**config.mk**
```make
export PLATFORM = sky130hd
export DESIGN_NAME = safe_controller
export DESIGN_NICKNAME = d
export VERILOG_FILES = /design/src/rtl/safe_controller.sv
export SDC_FILE = /design/constraint.sdc
export NUM_CORES = 1
export LEC_CHECK = 0
export CAP_MARGIN = 20
export CELL_PAD_IN_SITES_DETAIL_PLACEMENT = 1
export CELL_PAD_IN_SITES_GLOBAL_PLACEMENT = 1
export CORE_ASPECT_RATIO = 0.75
export CORE_MARGIN = 1.5
export CORE_UTILIZATION = 40
export DETAILED_ROUTE_END_ITERATION = 8
export PLACE_DENSITY = 0.83
export SYNTH_ARGS = -nofsm -noshare
export SYNTH_HDL_FRONTEND = slang
export SYNTH_SLANG_ARGS = --single-unit
export TNS_END_PERCENT = 5
```
**constraint.sdc**
```tcl
create_clock -name clk -period 3.9 [get_ports clk]
set_input_delay 0.78 -clock clk [delete_from_list [all_inputs] [get_ports clk]]
set_output_delay 0.78 -clock clk [all_outputs]
set_load 0.02 [all_outputs]
```
**src/rtl/safe_controller.sv**
```systemverilog
// Combination safe: encoder digit entry, lock state machine and an
// HD44780 status line refreshed continuously over an 8-bit bus.
module safe_controller #(
    parameter int unsigned div  = 2500,
    parameter logic [15:0] CODE = 16'h1234
) (
    input  logic       clk,
    input  logic       reset,
    input  logic       a,
    input  logic       b,
    input  logic       lock,
    input  logic       open,
    input  logic       doorCls,
    output logic       actuateLock,
    output logic       openCls,
    output logic       E,
    output logic       RW,
    output logic       RS,
    output logic [7:0] DB
);

    localparam logic [31:0] DIV_LAST    = 32'(div - 1);
    localparam logic [8:0]  POWER_LAST  = 9'd319;
    localparam logic [8:0]  CLEAR_LAST  = 9'd39;
    localparam logic [4:0]  SEQ_CLEAR   = 5'd3;
    localparam logic [4:0]  SEQ_HOME    = 5'd4;
    localparam logic [4:0]  SEQ_CHAR0   = 5'd5;
    localparam logic [4:0]  SEQ_LAST    = 5'd20;

    localparam logic [127:0] TXT_LOCKED = "LOCKED          ";
    localparam logic [127:0] TXT_WRONG  = "WRONG CODE      ";
    localparam logic [127:0] TXT_OPEN   = "OPEN            ";
    localparam logic [127:0] TXT_CODE   = "CODE:           ";

    typedef enum logic [1:0] {
        LOCKED,
        ENTRY,
        UNLOCKED
    } safe_state_t;

    typedef enum logic [2:0] {
        L_POWER,
        L_SETUP,
        L_PULSE,
        L_HOLD1,
        L_HOLD2,
        L_WAIT
    } lcd_state_t;

    // ---------------- input synchronisers and edge detect ----------------
    logic [4:0] sync1, sync2;       // {a, b, lock, open, doorCls}
    logic [2:0] prev;               // {a, lock, open}
    logic       a_rise, lock_rise, open_rise;
    logic       b_sync, door_sync;

    assign b_sync    = sync2[3];
    assign door_sync = sync2[0];

    // Edge pulses are registered so a pin change reaches the state register three clocks later.
    always_ff @(posedge clk) begin
        if (reset) begin
            sync1     <= '0;
            sync2     <= '0;
            prev      <= '0;
            a_rise    <= 1'b0;
            lock_rise <= 1'b0;
            open_rise <= 1'b0;
        end else begin
            sync1     <= {a, b, lock, open, doorCls};
            sync2     <= sync1;
            prev      <= {sync2[4], sync2[2], sync2[1]};
            a_rise    <= sync2[4] & ~prev[2];
            lock_rise <= sync2[2] & ~prev[1];
            open_rise <= sync2[1] & ~prev[0];
        end
    end

    // ---------------- lock state machine ----------------
    safe_state_t state, state_next;
    logic [3:0]  dial, dial_next;
    logic [1:0]  idx, idx_next;
    logic        err, err_next;
    logic        commit;
    logic [3:0]  digits [4];

    always_ff @(posedge clk) begin
        if (reset) begin
            state <= LOCKED;
            dial  <= '0;
            idx   <= '0;
            err   <= 1'b0;
            for (int unsigned i = 0; i < 4; i++) digits[i] <= '0;
        end else begin
            state <= state_next;
            dial  <= dial_next;
            idx   <= idx_next;
            err   <= err_next;
            if (commit) digits[idx] <= dial;
        end
    end

    always_comb begin
        state_next = state;
        dial_next  = dial;
        idx_next   = idx;
        err_next   = err;
        commit     = 1'b0;
        case (state)
            LOCKED: begin
                if (open_rise) begin
                    state_next = ENTRY;
                    dial_next  = '0;
                    idx_next   = '0;
                    err_next   = 1'b0;
                end
            end
            ENTRY: begin
                if (lock_rise) begin
                    state_next = LOCKED;
                end else if (open_rise) begin
                    commit    = 1'b1;
                    dial_next = '0;
                    idx_next  = idx + 2'd1;
                    // The fourth digit is still in dial when the comparison is made.
                    if (idx == 2'd3) begin
                        if ({digits[0], digits[1], digits[2], dial} == CODE) begin
                            state_next = UNLOCKED;
                        end else begin
                            state_next = LOCKED;
                            err_next   = 1'b1;
                        end
                    end
                end else if (a_rise) begin
                    if (b_sync) dial_next = (dial == 4'd0) ? 4'd9 : dial - 4'd1;
                    else        dial_next = (dial == 4'd9) ? 4'd0 : dial + 4'd1;
                end
            end
            UNLOCKED: begin
                if (lock_rise && door_sync) state_next = LOCKED;
            end
            default: state_next = LOCKED;
        endcase
    end

    assign actuateLock = (state != UNLOCKED);
    assign openCls     = (state == UNLOCKED) & door_sync;

    // ---------------- LCD tick generator ----------------
    logic [31:0] tick_cnt;
    logic        tick;

    assign tick = (tick_cnt == DIV_LAST);

    always_ff @(posedge clk) begin
        if (reset) tick_cnt <= '0;
        else       tick_cnt <= tick ? '0 : tick_cnt + 32'd1;
    end

    // ---------------- LCD sequencer ----------------
    lcd_state_t lcd_state, lcd_next;
    logic [4:0] seq, seq_next;
    logic [8:0] wcnt;
    logic       load;
    logic       byte_rs;
    logic [7:0] byte_db;
    logic [7:0] ch;
    logic [3:0] pos;
    logic [4:0] star_end;

    function automatic logic [7:0] text_byte(input logic [127:0] s, input logic [3:0] p);
        return s[{4'(4'd15 - p), 3'b000} +: 8];
    endfunction

    always_ff @(posedge clk) begin
        if (reset) begin
            lcd_state <= L_POWER;
            seq       <= '0;
            wcnt      <= '0;
            RS        <= 1'b0;
            DB        <= '0;
        end else begin
            lcd_state <= lcd_next;
            seq       <= seq_next;
            if (tick && (lcd_state == L_POWER || lcd_state == L_WAIT))
                wcnt <= (lcd_next == L_SETUP) ? '0 : wcnt + 9'd1;
            if (load) begin
                RS <= byte_rs;
                DB <= byte_db;
            end
        end
    end

    always_comb begin
        lcd_next = lcd_state;
        seq_next = seq;
        load     = 1'b0;
        if (tick) begin
            case (lcd_state)
                L_POWER: begin
                    if (wcnt == POWER_LAST) begin
                        lcd_next = L_SETUP;
                        seq_next = '0;
                        load     = 1'b1;
                    end
                end
                L_SETUP: lcd_next = L_PULSE;
                L_PULSE: lcd_next = L_HOLD1;
                L_HOLD1: lcd_next = L_HOLD2;
                L_HOLD2: begin
                    if (seq == SEQ_CLEAR) begin
                        lcd_next = L_WAIT;
                    end else begin
                        lcd_next = L_SETUP;
                        load     = 1'b1;
                        seq_next = (seq == SEQ_LAST) ? SEQ_HOME : seq + 5'd1;
                    end
                end
                L_WAIT: begin
                    if (wcnt == CLEAR_LAST) begin
                        lcd_next = L_SETUP;
                        seq_next = SEQ_HOME;
                        load     = 1'b1;
                    end
                end
                default: lcd_next = L_POWER;
            endcase
        end
    end

    // Character for the byte about to be latched, taken from the live lock state.
    assign pos      = 4'(seq_next - SEQ_CHAR0);
    assign star_end = 5'd5 + {3'b000, idx};

    always_comb begin
        ch = " ";
        case (state)
            LOCKED:   ch = err ? text_byte(TXT_WRONG, pos) : text_byte(TXT_LOCKED, pos);
            UNLOCKED: ch = text_byte(TXT_OPEN, pos);
            ENTRY: begin
                if (pos < 4'd5)                   ch = text_byte(TXT_CODE, pos);
                else if ({1'b0, pos} < star_end)  ch = "*";
                else if ({1'b0, pos} == star_end) ch = 8'h30 + {4'h0, dial};
                else                              ch = " ";
            end
            default: ch = " ";
        endcase
    end

    always_comb begin
        byte_rs = 1'b0;
        byte_db = 8'h00;
        case (seq_next)
            5'd0:    byte_db = 8'h38;
            5'd1:    byte_db = 8'h0C;
            5'd2:    byte_db = 8'h06;
            5'd3:    byte_db = 8'h01;
            5'd4:    byte_db = 8'h80;
            default: begin
                byte_rs = 1'b1;
                byte_db = ch;
            end
        endcase
    end

    assign E  = (lcd_state == L_PULSE);
    assign RW = 1'b0;

endmodule

```
# Word level (Yosys, flattened, before mapping)
# Memory sizes are Yosys's and may differ from the RTL's.
# Index checks and enable logic that the tools add are counted.
[word_totals]
reg_bits = 83
ramBits = 16
inputBits = 7
word_cells = 146
n_memories = 1
[mem_list]
columns = ["name", "depth", "word_bits", "rd", "rd_ports_with_merged_regs", "write_ports", "line", "source"]
rows = [
  ["digits", 4, 4, 3, 0, 4, "84", "logic [3:0] digits [4];"],
]
[classes]
addsub = 10
n_lt_le_gt_ge = 2
eq_ne = 31
n_shift = 4
mux = 60
bitwise = 7
n_reduce_logical = 15
[ops]
columns = ["operator", "count"]
rows = [
  ["$shiftx A128 B8 Y8 const A", 4],
  ["$pmux W8 S5", 1],
  ["$add A32 B1 Y32 const B", 1],
  ["$eq A32 B12 Y1 const B", 1],
  ["$mux W4", 8],
  ["$mux W5", 5],
  ["$pmux W8 S3", 1],
  ["$mux W2", 10],
  ["$mux W1", 19],
  ["$pmux W3 S6", 1],
  ["$eq A16 B13 Y1 const B", 1],
  ["$mux W8", 2],
  ["$eq A5 B2 Y1 const B", 3],
  ["$pmux W5 S3", 1],
  ["$mux W7", 2],
  ["$ne A2 B2 Y1 const B", 7],
  ["$mux W3", 4],
  ["$reduce_and A4 Y1", 3],
  ["$add A9 B1 Y9 const B", 1],
  ["$eq A9 B6 Y1 const B", 1],
  ["$eq A9 B9 Y1 const B", 1],
  ["$mux W9", 1],
  ["$ne A3 B3 Y1 const B", 3],
  ["$pmux W4 S2", 1],
  ["37 further kinds", 47],
]

# Depth between registers and ports, before layout
# Gate-level depths: netlist of the first run.
[logic_depth]
ltp_word = 12
depth_mapped = 23
depth_no_buf = 21

# Worst setup path after synthesis of the first run
# No wires, ideal clock.
[synth_path]
path_type = "register to register"
from = "register tick_cnt[0]"
to = "register DB[1]"
arrival_time_ns = 4.047
required_ns = 3.826
path_slack_ns = -0.222
stages_incl_launch_ff = 22
period_less_slack_ns = 4.122
cell_sequence = "dfxtp_1 > ha_1 > nor4b_2 > nand4_1 > nor2_1 > nand3_1 > a32oi_1 > ha_1 > inv_1 > xnor2_4 > inv_2 > buf_6 > ha_1 > o21ai_0 > nand2b_1 > a21oi_1 > a21oi_1 > nor2b_1 > a31oi_1 > o221a_2 > o21ai_0 > a31oi_1"
[synth_via]
elab_chain_len = 9
[synth_lines]
columns = ["item", "line", "source"]
rows = [
  ["from (decl)", "149", "logic [31:0] tick_cnt;"],
  ["from (signal assigned)", "156", "else tick_cnt <= tick ? '0 : tick_cnt + 32'd1;"],
  ["$eq A32 B12 Y1 *", "152", "assign tick = (tick_cnt == DIV_LAST);"],
  ["branches (longest 8 deep; another with $sub A4 B3 Y4)", "n/a", ""],
  ["to (signal assigned)", "188", "DB <= byte_db;"],
  ["to (decl)", "19", "output logic [7:0] DB"],
]
# Every way passes the cells marked *.
# A chain may end at the register's enable or synchronous reset.

# Worst setup path in the final report of the first run
[layout_path]
from = "register seq[1]"
to = "register DB[1]"
[layout_via]
elab_chain_len = 12
[layout_lines]
columns = ["item", "line", "source"]
rows = [
  ["from (decl)", "161", "logic [4:0] seq, seq_next;"],
  ["from (signal assigned)", "183", "seq <= seq_next;"],
  ["branches (longest 12 deep; another with $add A5 B1 Y5)", "n/a", ""],
]
# Parallel ways; which one is timed is not known.

==> flow_metrics.tcl, run 1 <==
set metrics [dict create \
    status "finished with violations" \
    violations "setup timing" \
    yosys.area_share.simple 0.285 \
    place_area_um2 5690 \
    max-cap-violations 0 \
    min_path_type "reg2reg" \
    initial_core_util 0.417 \
    critPathTopFamily "simple AND/OR/NAND/NOR gates" \
    n_antenna_cell 0 \
    avgSynthCellArea_um2 8.55 \
    numPortBuffers 18 \
    synth_cells 606 \
    synth_top_family_by_area "simple AND/OR/NAND/NOR gates" \
    overflow 0 \
    async_flop_share 0 \
    synth_xor_area_frac 0.0765 \
    drive_gt1_frac 0.194 \
    hold_viol 0 \
    syn-cell-area_um2 5180 \
    leakage_uw 0.00232 \
    mostFrequentLayoutCell "nor2_1" \
    grt_pass1_vias 4742 \
    ys_seq_area_frac 0.390 \
    clock-sinks 95 \
    fin_setup_tns_ns -0.00597 \
    ctsHtreeMaxLevel 3 \
    syn_nets 633 \
    synth_edf_count 12 \
    worstSetupEndpoint "DB[1]" \
    period_minus_slack_ns 3.91 \
    drt_pass1_iterations 4 \
    routedWlPerCell_um 18.3 \
    synth_compound_area_frac 0.146 \
    wirelength_um 15100 \
    antenna_found_initial 0 \
    clk_pin_slew_ns 0.06 \
    cts_tree "done" \
    r2r-end "DB[1]" \
    cts-root-buf "clkbuf_16" \
    fin_area_um2 6340 \
    worst-setup-path-type "reg2reg" \
    r2r_setup_slack_ns -0.006 \
    synthToLayoutAreaGrowth_pct 22.3 \
    cp.required_ns 4.17 \
    ant_nets 0 \
    die_w_um 134 \
    fin_ws_ns -0.00597 \
    path_cells "ha_4 -> or4b_4 -> and2_4 -> or3_4 -> nand3_4 -> a21o_1 -> inv_2 -> ha_4 -> inv_4 -> xnor2_4 -> inv_2 -> ha_4 -> o21ai_2 -> nand2b_1 -> a21oi_4 -> a21oi_2 -> nor2b_4 -> a31oi_1 -> o221a_2 -> o21ai_1 -> a31oi_1" \
    vias_per_cell 5.56 \
    start_kind "flip-flop" \
    reg2reg_from "seq[1]" \
    first_iter_violations 299 \
    gp_congestion 0.937 \
    reg2reg_depth 21 \
    slowest_stage "or4b_4" \
    cts_hold_buf 0 \
    max-vdd-ir-drop_uv 216 \
    synthFlopType "dfxtp_1" \
    yosysUniqueCellTypes 72 \
    setup_viol 1 \
    drv_slew 0 \
    clock_latency_ns 0.35 \
    worst_pin_slew_ns 0.710 \
    seq_area_um2 2030 \
    crit_top_cell "ha_4" \
    worstSetupStartpoint "seq[1]" \
    critical_path.max_fanout 4 \
    multi_input_area_um2 3170 \
    power-per-cell-area_nw_per_um2 305 \
    fmax_mhz 256 \
    fin_util 0.510 \
    hpwlAfterDp_um 10500 \
    num_rows 35 \
    synthAdderAreaFrac 0.0483 \
    most-common-layout-cells "nor2_1 (90), dfxtp_1 (77), buf_4 (48)" \
    rsz0062_at_grt "true" \
    die_h_um 102 \
    finalClockSkew_ns 0.0100 \
    slowest_delay_ns 0.46 \
    die-area_um2 13700 \
    slew_headroom 0.527 \
    synth_seq_cells 95 \
    clockBufferDepth 2 \
    grt_max_degree 33 \
    via_count 4602 \
    cts_buffers 9 \
    route.detailed.drc 0 \
    grt_pass1_wl_um 24200 \
    nFillCells 1466 \
    synthMuxAreaShare 0.0118 \
    fin_crit_sh 1.00 \
    pin_count 20 \
    yosysWarnings 0 \
    nets 683 \
    cp.arrival_ns 4.17 \
    crit_path_end_kind "flip-flop" \
    grt_use_total 0.225 \
    critPathBufInv 3 \
    path_depth 21 \
    design.core.area_um2 12400 \
]
-- cell families after synthesis --
kind of cell    after synthesis
simple gates                282
compound gates              110
buf+inv                      51
mux                           6
flops                        95
xor+xnor                     41
other cells                   1
fa+ha+maj                    20
-- state kept, by name, summed over array words and instances, names as in the netlist --
register   flops
DB             8
RS             1
a_rise         1
dial           4
digits        12
err            1
idx            2
lcd_state      3
lock_rise      1
open_rise      1
prev           3
seq            5
state          2
sync1          5
sync2          5
tick_cnt      32
wcnt           9
-- report_power, final --
group / leakage (uW) / internal (uW) / total, uW / switching (uW)
Combinational: 0.00139 / 32.6 / 72.4 / 39.8
Sequential: 0.000798 / 1000 / 1020 / 13.6
Clock: 0.000139 / 452 / 844 / 392
-- routing by layer --
metal  share of wire  up-vias  GRT usage
met1            0.48     2259      0.302
met3           0.045       16     0.0410
met4           0.016        0     0.0811
met2            0.46       90      0.364
li1                -     2237          -
met5               0        -          0
-- per-stage QoR --
step / setup WS [ns] / hold slack [ns] / cells / power (uW)
floorplan: 0.00141 / 0.367 / 606 / 1080
global placement: 0.128 / 0.372 / 792 / 1100
detailed placement: -0.189 / 0.384 / 792 / 1100
CTS: 0.0106 / 0.393 / 816 / 1950
global route: -0.191 / 0.396 / 827 / 2000
finish: -0.00597 / 0.387 / 827 / 1930
-- worst min-delay path by stage --
stage | to | from | cells past startpoint
finish | open_rise | prev[0] | 1
global route | a_rise | prev[2] | 1
CTS | a_rise | prev[2] | 1
detailed placement | a_rise | prev[2] | 1
global placement | open_rise | prev[0] | 1
floorplan | a_rise | prev[2] | 1
-- final cells by class --
class / instances / share of cell area
tap: 166 / 0.0328
multi-input combinational: 460 / 0.501
inverter: 23 / 0.0140
clock buffer: 10 / 0.0377
clock inverter: 6 / 0.00691
sequential: 95 / 0.320
timing repair buffer: 67 / 0.0876
-- cells in the mapped netlist, drive strengths merged, types with 11 or more instances --
cell type	instances	area, um2
ha	20	250
a21oi	38	198
edfxtp	12	360
o21ai	11	55.1
clkbuf	20	75.1
nand2	38	143
nor3	16	85.1
dfxtp	83	1660
and2	13	81.3
nand3	24	120
nor4	11	81.3
xnor2	17	186
nor2b	27	169
xor2	24	210
and3	12	75.1
inv	23	86.3
nor2	91	342
-- timing repair --
action                     CTS  global route
setup buffers                8            11
setup endpoints to repair    4             6
pin swaps                    9            20
resized for setup           18            26
No activity file was read; power rests on OpenSTA's default activity.
==> inputs of run 2 (changes only) <==
CAP_MARGIN = default   (was 20)
CTS_BUF_LIST = sky130_fd_sc_hd__clkbuf_4 sky130_fd_sc_hd__clkbuf_8   (was default)
==> run 2 against run 1 <==
  * The run still ends with setup timing left
  * Combinational power rose by 3.2%
  * Non-clock buffer count rose by 1
  * Sequential share of layout area increased by 0.11 points
  * First-iteration DRC count decreased by 9.7%
  * Critical path depth fell by 2
  * Hold slack improved by 0.00075 ns
  * Sequential power about the same
  * Fmax fell by 6.0%
  * Routed wire length up 12%
  * Critical endpoint unchanged
  * Largest cell class unchanged
  * Largest power group unchanged
==> flow_metrics.tcl, run 2 (synthesis gave the netlist of run 1 again) <==
set metrics [dict create \
    status "finished with violations" \
    violations "setup timing" \
    hold_depth 1 \
    clock_latency_ns 0.39 \
    initial_core_util 0.417 \
    first_iter_violations 270 \
    n_antenna_cell 0 \
    overflow 0 \
    clk_pin_slew_ns 0.10 \
    dp_slack_ns -0.189 \
    via_count 4779 \
    vias_per_cell 5.77 \
    ant_nets 0 \
    routedWlPerCell_um 20.4 \
    reg2reg_depth 19 \
    die_h_um 102 \
    nets 684 \
    dp_cells 792 \
    top_register "tick_cnt" \
    synthToLayoutAreaGrowth_pct 21.9 \
    max-vdd-ir-drop_uv 171 \
    cts_hold_buf 0 \
    min_path_type "reg2reg" \
    rsz0062_at_grt "true" \
    most-common-layout-cells "nor2_1 (90), dfxtp_1 (77), buf_4 (48)" \
    clock-sinks 95 \
    leakage_uw 0.00228 \
    start_kind "flip-flop" \
    pin_count 20 \
    cts_tree "done" \
    place_area_um2 5690 \
    fin_cells 828 \
    setup_viol 4 \
    fmax_mhz 241 \
    crit_path_end_kind "flip-flop" \
    grt_pass1_vias 4692 \
    die_w_um 134 \
    wirelength_um 16900 \
    fin_setup_tns_ns -0.411 \
    ctsHtreeMaxLevel 3 \
    worst_pin_slew_ns 0.581 \
    die-area_um2 13700 \
    fin_ws_ns -0.257 \
    grt_use_total 0.220 \
    largest_reg_flops 32 \
    critical_path.max_fanout 5 \
    num_rows 35 \
    power-per-cell-area_nw_per_um2 273 \
    clockBufferDepth 2 \
    hold_viol 0 \
    cp.arrival_ns 4.46 \
    grt_pass1_wl_um 23600 \
    period_minus_slack_ns 4.16 \
    cts-root-buf "clkbuf_8" \
    fin_area_um2 6320 \
    mostFrequentLayoutCell "nor2_1" \
    slew_headroom 0.613 \
    cp.required_ns 4.20 \
    whs_ns 0.388 \
    grt_max_degree 33 \
    drive_gt1_frac 0.205 \
    cts_buffers 9 \
    drt_pass1_iterations 5 \
    worst-setup-path-type "reg2reg" \
    gp_congestion 0.937 \
    fin_crit_sh 1.07 \
    hpwlAfterDp_um 10500 \
    route.detailed.drc 0 \
    design.core.area_um2 12400 \
    numPortBuffers 18 \
    reg_top3 "tick_cnt: 32 flops, digits: 12 flops, wcnt: 9 flops" \
    finalClockSkew_ns 0.0177 \
    antenna_found_initial 0 \
    max-cap-violations 0 \
    drv_slew 0 \
]
run 2: final timing paths:
kind                            slack (ns)        end    start
worst min-delay path                  0.39  open_rise  prev[0]
worst max-delay path                 -0.26      DB[1]  wcnt[8]
worst max register to register       -0.26      DB[1]  wcnt[8]
worst min register to register        0.39  open_rise  prev[0]
run 2: per-stage QoR:
step	power [uW]	utilization
final	1720	0.508
after global routing	1780	0.508
after CTS	1720	0.483
after floorplan	1080	-
after global placement	1100	0.458
after detailed placement	1100	0.458
run 2: power breakdown:
| part | internal [uW] | total, uW | switching [uW] | leakage, uW |
|---|---|---|---|---|
| Sequential | 1000 | 1020 | 14.2 | 0.000798 |
| Clock | 252 | 629 | 378 | 0.0000926 |
| Combinational | 31.8 | 74.7 | 42.9 | 0.00139 |
| Total | 1290 | 1720 | 435 | 0.00228 |
run 2: per-layer routing:
metal,track usage,vias to the layer above,routed length [um]
met5,0,-,0
met4,0.0711,0,439
met3,0.0480,42,791
met2,0.358,149,7960
met1,0.294,2360,7700
li1,-,2228,-
run 2: critical path, stage by stage (launching register included):
cell	delay (ns)
dfxtp_1	0.42
nor4b_1	0.52
and3_1	0.34
or3_4	0.20
nand3_4	0.12
a32oi_4	0.25
inv_2	0.09
ha_4	0.30
inv_4	0.04
ha_4	0.23
nor2b_4	0.13
o21ai_2	0.14
nand2b_1	0.11
a21oi_4	0.23
a21oi_2	0.08
nor2b_4	0.15
a31oi_1	0.17
o221a_2	0.24
o21ai_2	0.07
a31oi_1	0.22
run 2: final cells by class:
class | instances | area, um2
Fill cell | 1474 | 6120
Multi-Input combinational cell | 460 | 3250
Sequential cell | 95 | 2030
Timing Repair Buffer | 68 | 558
Tap cell | 166 | 208
Clock buffer | 10 | 138
Inverter | 23 | 93.8
Clock inverter | 6 | 43.8
run 2: timing repair:
item / in CTS / in global routing
setup endpoints to repair: 4 / 6
pin swaps: 9 / 22
setup buffers: 7 / 13
hold endpoints to repair: 0 / 0
gates resized for setup: 18 / 40
==> inputs of run 3 (changes only) <==
CORE_MARGIN = 4   (was 1.5)
CTS_CLUSTER_SIZE = 40   (was default)
SLEW_MARGIN = 30   (was default)
==> run 3 against run 2 <==
  * The run still ends with setup timing left
  * Flip-flop and latch count unchanged
  * Worst setup slack improved by 0.21 ns
  * Core utilization fell by 0.77 points
  * Largest power group unchanged
  * Sequential power hardly changed
  * Final cell count up 0.12%
  * Design area shrank 1.2%
  * Die area up 8.8%
==> flow_metrics.tcl, run 3 (synthesis gave the netlist of run 1 again) <==
set metrics [dict create \
    status "finished with violations" \
    violations "setup timing" \
    max-cap-violations 0 \
    hold_path_startpoint "prev[0]" \
    r2r_setup_slack_ns -0.05 \
    grt_pass1_wl_um 24700 \
    largest_reg_flops 32 \
    num_rows 35 \
    pin_count 20 \
    die-area_um2 14900 \
    nFillCells 1477 \
    power-per-cell-area_nw_per_um2 282 \
    fmax_mhz 253 \
    drv_slew 0 \
    clockBufferDepth 2 \
    die_h_um 107 \
    grt_max_degree 46 \
    start_kind "flip-flop" \
    cp.required_ns 4.14 \
    clock_latency_ns 0.37 \
    whs_ns 0.384 \
    vias_per_cell 5.71 \
    slew_headroom 0.609 \
    drt_pass1_iterations 5 \
    grt_pass1_vias 4754 \
    nets 685 \
    period_minus_slack_ns 3.95 \
    overflow 0 \
    finalClockSkew_ns 0.00855 \
    leakage_uw 0.00228 \
    top_register "tick_cnt" \
    cts_tree "done" \
    die_w_um 139 \
    numPortBuffers 18 \
    clk_pin_slew_ns 0.10 \
    mostFrequentLayoutCell "nor2_1" \
    ant_nets 0 \
    drive_gt1_frac 0.187 \
    reg_top3 "tick_cnt: 32 flops, digits: 12 flops, wcnt: 9 flops" \
    clock-sinks 95 \
    crit_path_end_kind "flip-flop" \
    worstSetupEndpoint "DB[0]" \
    cts-root-buf "clkbuf_8" \
    fin_crit_sh 1.01 \
    synthToLayoutAreaGrowth_pct 20.4 \
    min_path_type "reg2reg" \
    reg2reg_depth 20 \
    design.core.area_um2 12500 \
    gp_congestion 0.937 \
    setup_viol 2 \
    cp.arrival_ns 4.19 \
    critical_path.max_fanout 5 \
    r2r-end "DB[0]" \
    most-common-layout-cells "nor2_1 (90), dfxtp_1 (77), buf_4 (50)" \
    wirelength_um 16000 \
    cts_hold_buf 0 \
    rsz0062_at_grt "true" \
    ctsHtreeMaxLevel 3 \
    fin_ws_ns -0.0453 \
    antenna_found_initial 0 \
    hold_viol 0 \
    cts_buffers 9 \
    total_power_uw 1760 \
    first_iter_violations 441 \
    reg2reg_from "wcnt[0]" \
    via_count 4732 \
    routedWlPerCell_um 19.3 \
    max-vdd-ir-drop_uv 249 \
    worst_pin_slew_ns 0.586 \
    n_antenna_cell 0 \
    route.detailed.drc 0 \
    initial_core_util 0.415 \
    grt_use_total 0.203 \
    worst-setup-path-type "reg2reg" \
    worstSetupStartpoint "wcnt[0]" \
    hpwlAfterDp_um 10300 \
]
[run 3: cell types whose count changed in the layout (fill, tap and decap cells not counted), sizes merged]
cell	change
inv	+2
clkinv	-2
bufinv	+1
clkdlybuf4s50	+1
clkinvlp	-1
[run 3: power breakdown]
part / switching, uW / total [uW] / internal (uW)
clock network: 363 / 671 / 308
logic: 41.0 / 71.9 / 30.9
registers: 13.8 / 1020 / 1000
[run 3: routing by layer]
metal	GRT usage	vias to the layer above	share of wire
met3	0.0446	25	0.059
li1	-	2238	-
met1	0.276	2332	0.46
met4	0.0601	0	0.016
met2	0.325	137	0.46
met5	0	-	0
[run 3: area by class of cell]
cell class / count / area (um2) / area share
inverter: 23 / 91.3 / 0.0146
multi-input combinational: 460 / 3150 / 0.504
clock inverter: 6 / 65.1 / 0.0104
tap: 166 / 208 / 0.0333
clock buffer: 10 / 131 / 0.0210
timing repair buffer: 69 / 567 / 0.0908
sequential: 95 / 2030 / 0.326
[run 3: repair_timing]
action                                  4_1_cts  5_1_grt
pin swaps                                     7       23
gates cloned                                  0        0
endpoints found under the setup margin        3        6
resized for setup                            15       25
setup buffers                                 6       15
hold endpoints to repair                      0        0
[run 3: through the flow]
stage,setup slack [ns],instances,setup TNS [ns],util,instance area (um2)
floorplan,0.00141,606,0,-,5210
global placement,0.0663,792,0,0.456,5700
detailed placement,-0.129,792,-0.202,0.456,5700
CTS,0.0169,814,0,0.481,6000
global route,-0.219,829,-0.615,0.500,6240
finish,-0.0453,829,-0.0883,0.500,6240
[run 3: worst min path at each step]
stage / endpoint / slack (ns) / cells after the start
global placement: open_rise / 0.37 / 1
detailed placement: open_rise / 0.38 / 1
finish: open_rise / 0.38 / 1
CTS: open_rise / 0.39 / 1
floorplan: a_rise / 0.37 / 1
global route: a_rise / 0.43 / 1
[run 3: critical path, cell delays in order (launching register included)]
cell and delay, ns:
dfxtp_2 0.36, ha_1 0.19, and4bb_2 0.31, a311oi_2 0.14, nor3_2 0.32, nand3_4 0.15, a32oi_4 0.25, inv_2 0.11
ha_4 0.31, inv_4 0.05, ha_4 0.23, nor2b_1 0.15, o21ai_2 0.13, nand2b_1 0.08, a21oi_2 0.25, buf_4 0.17
nor2b_4 0.04, o211ai_1 0.09, a21oi_1 0.10, a221oi_1 0.26, a211oi_1 0.11
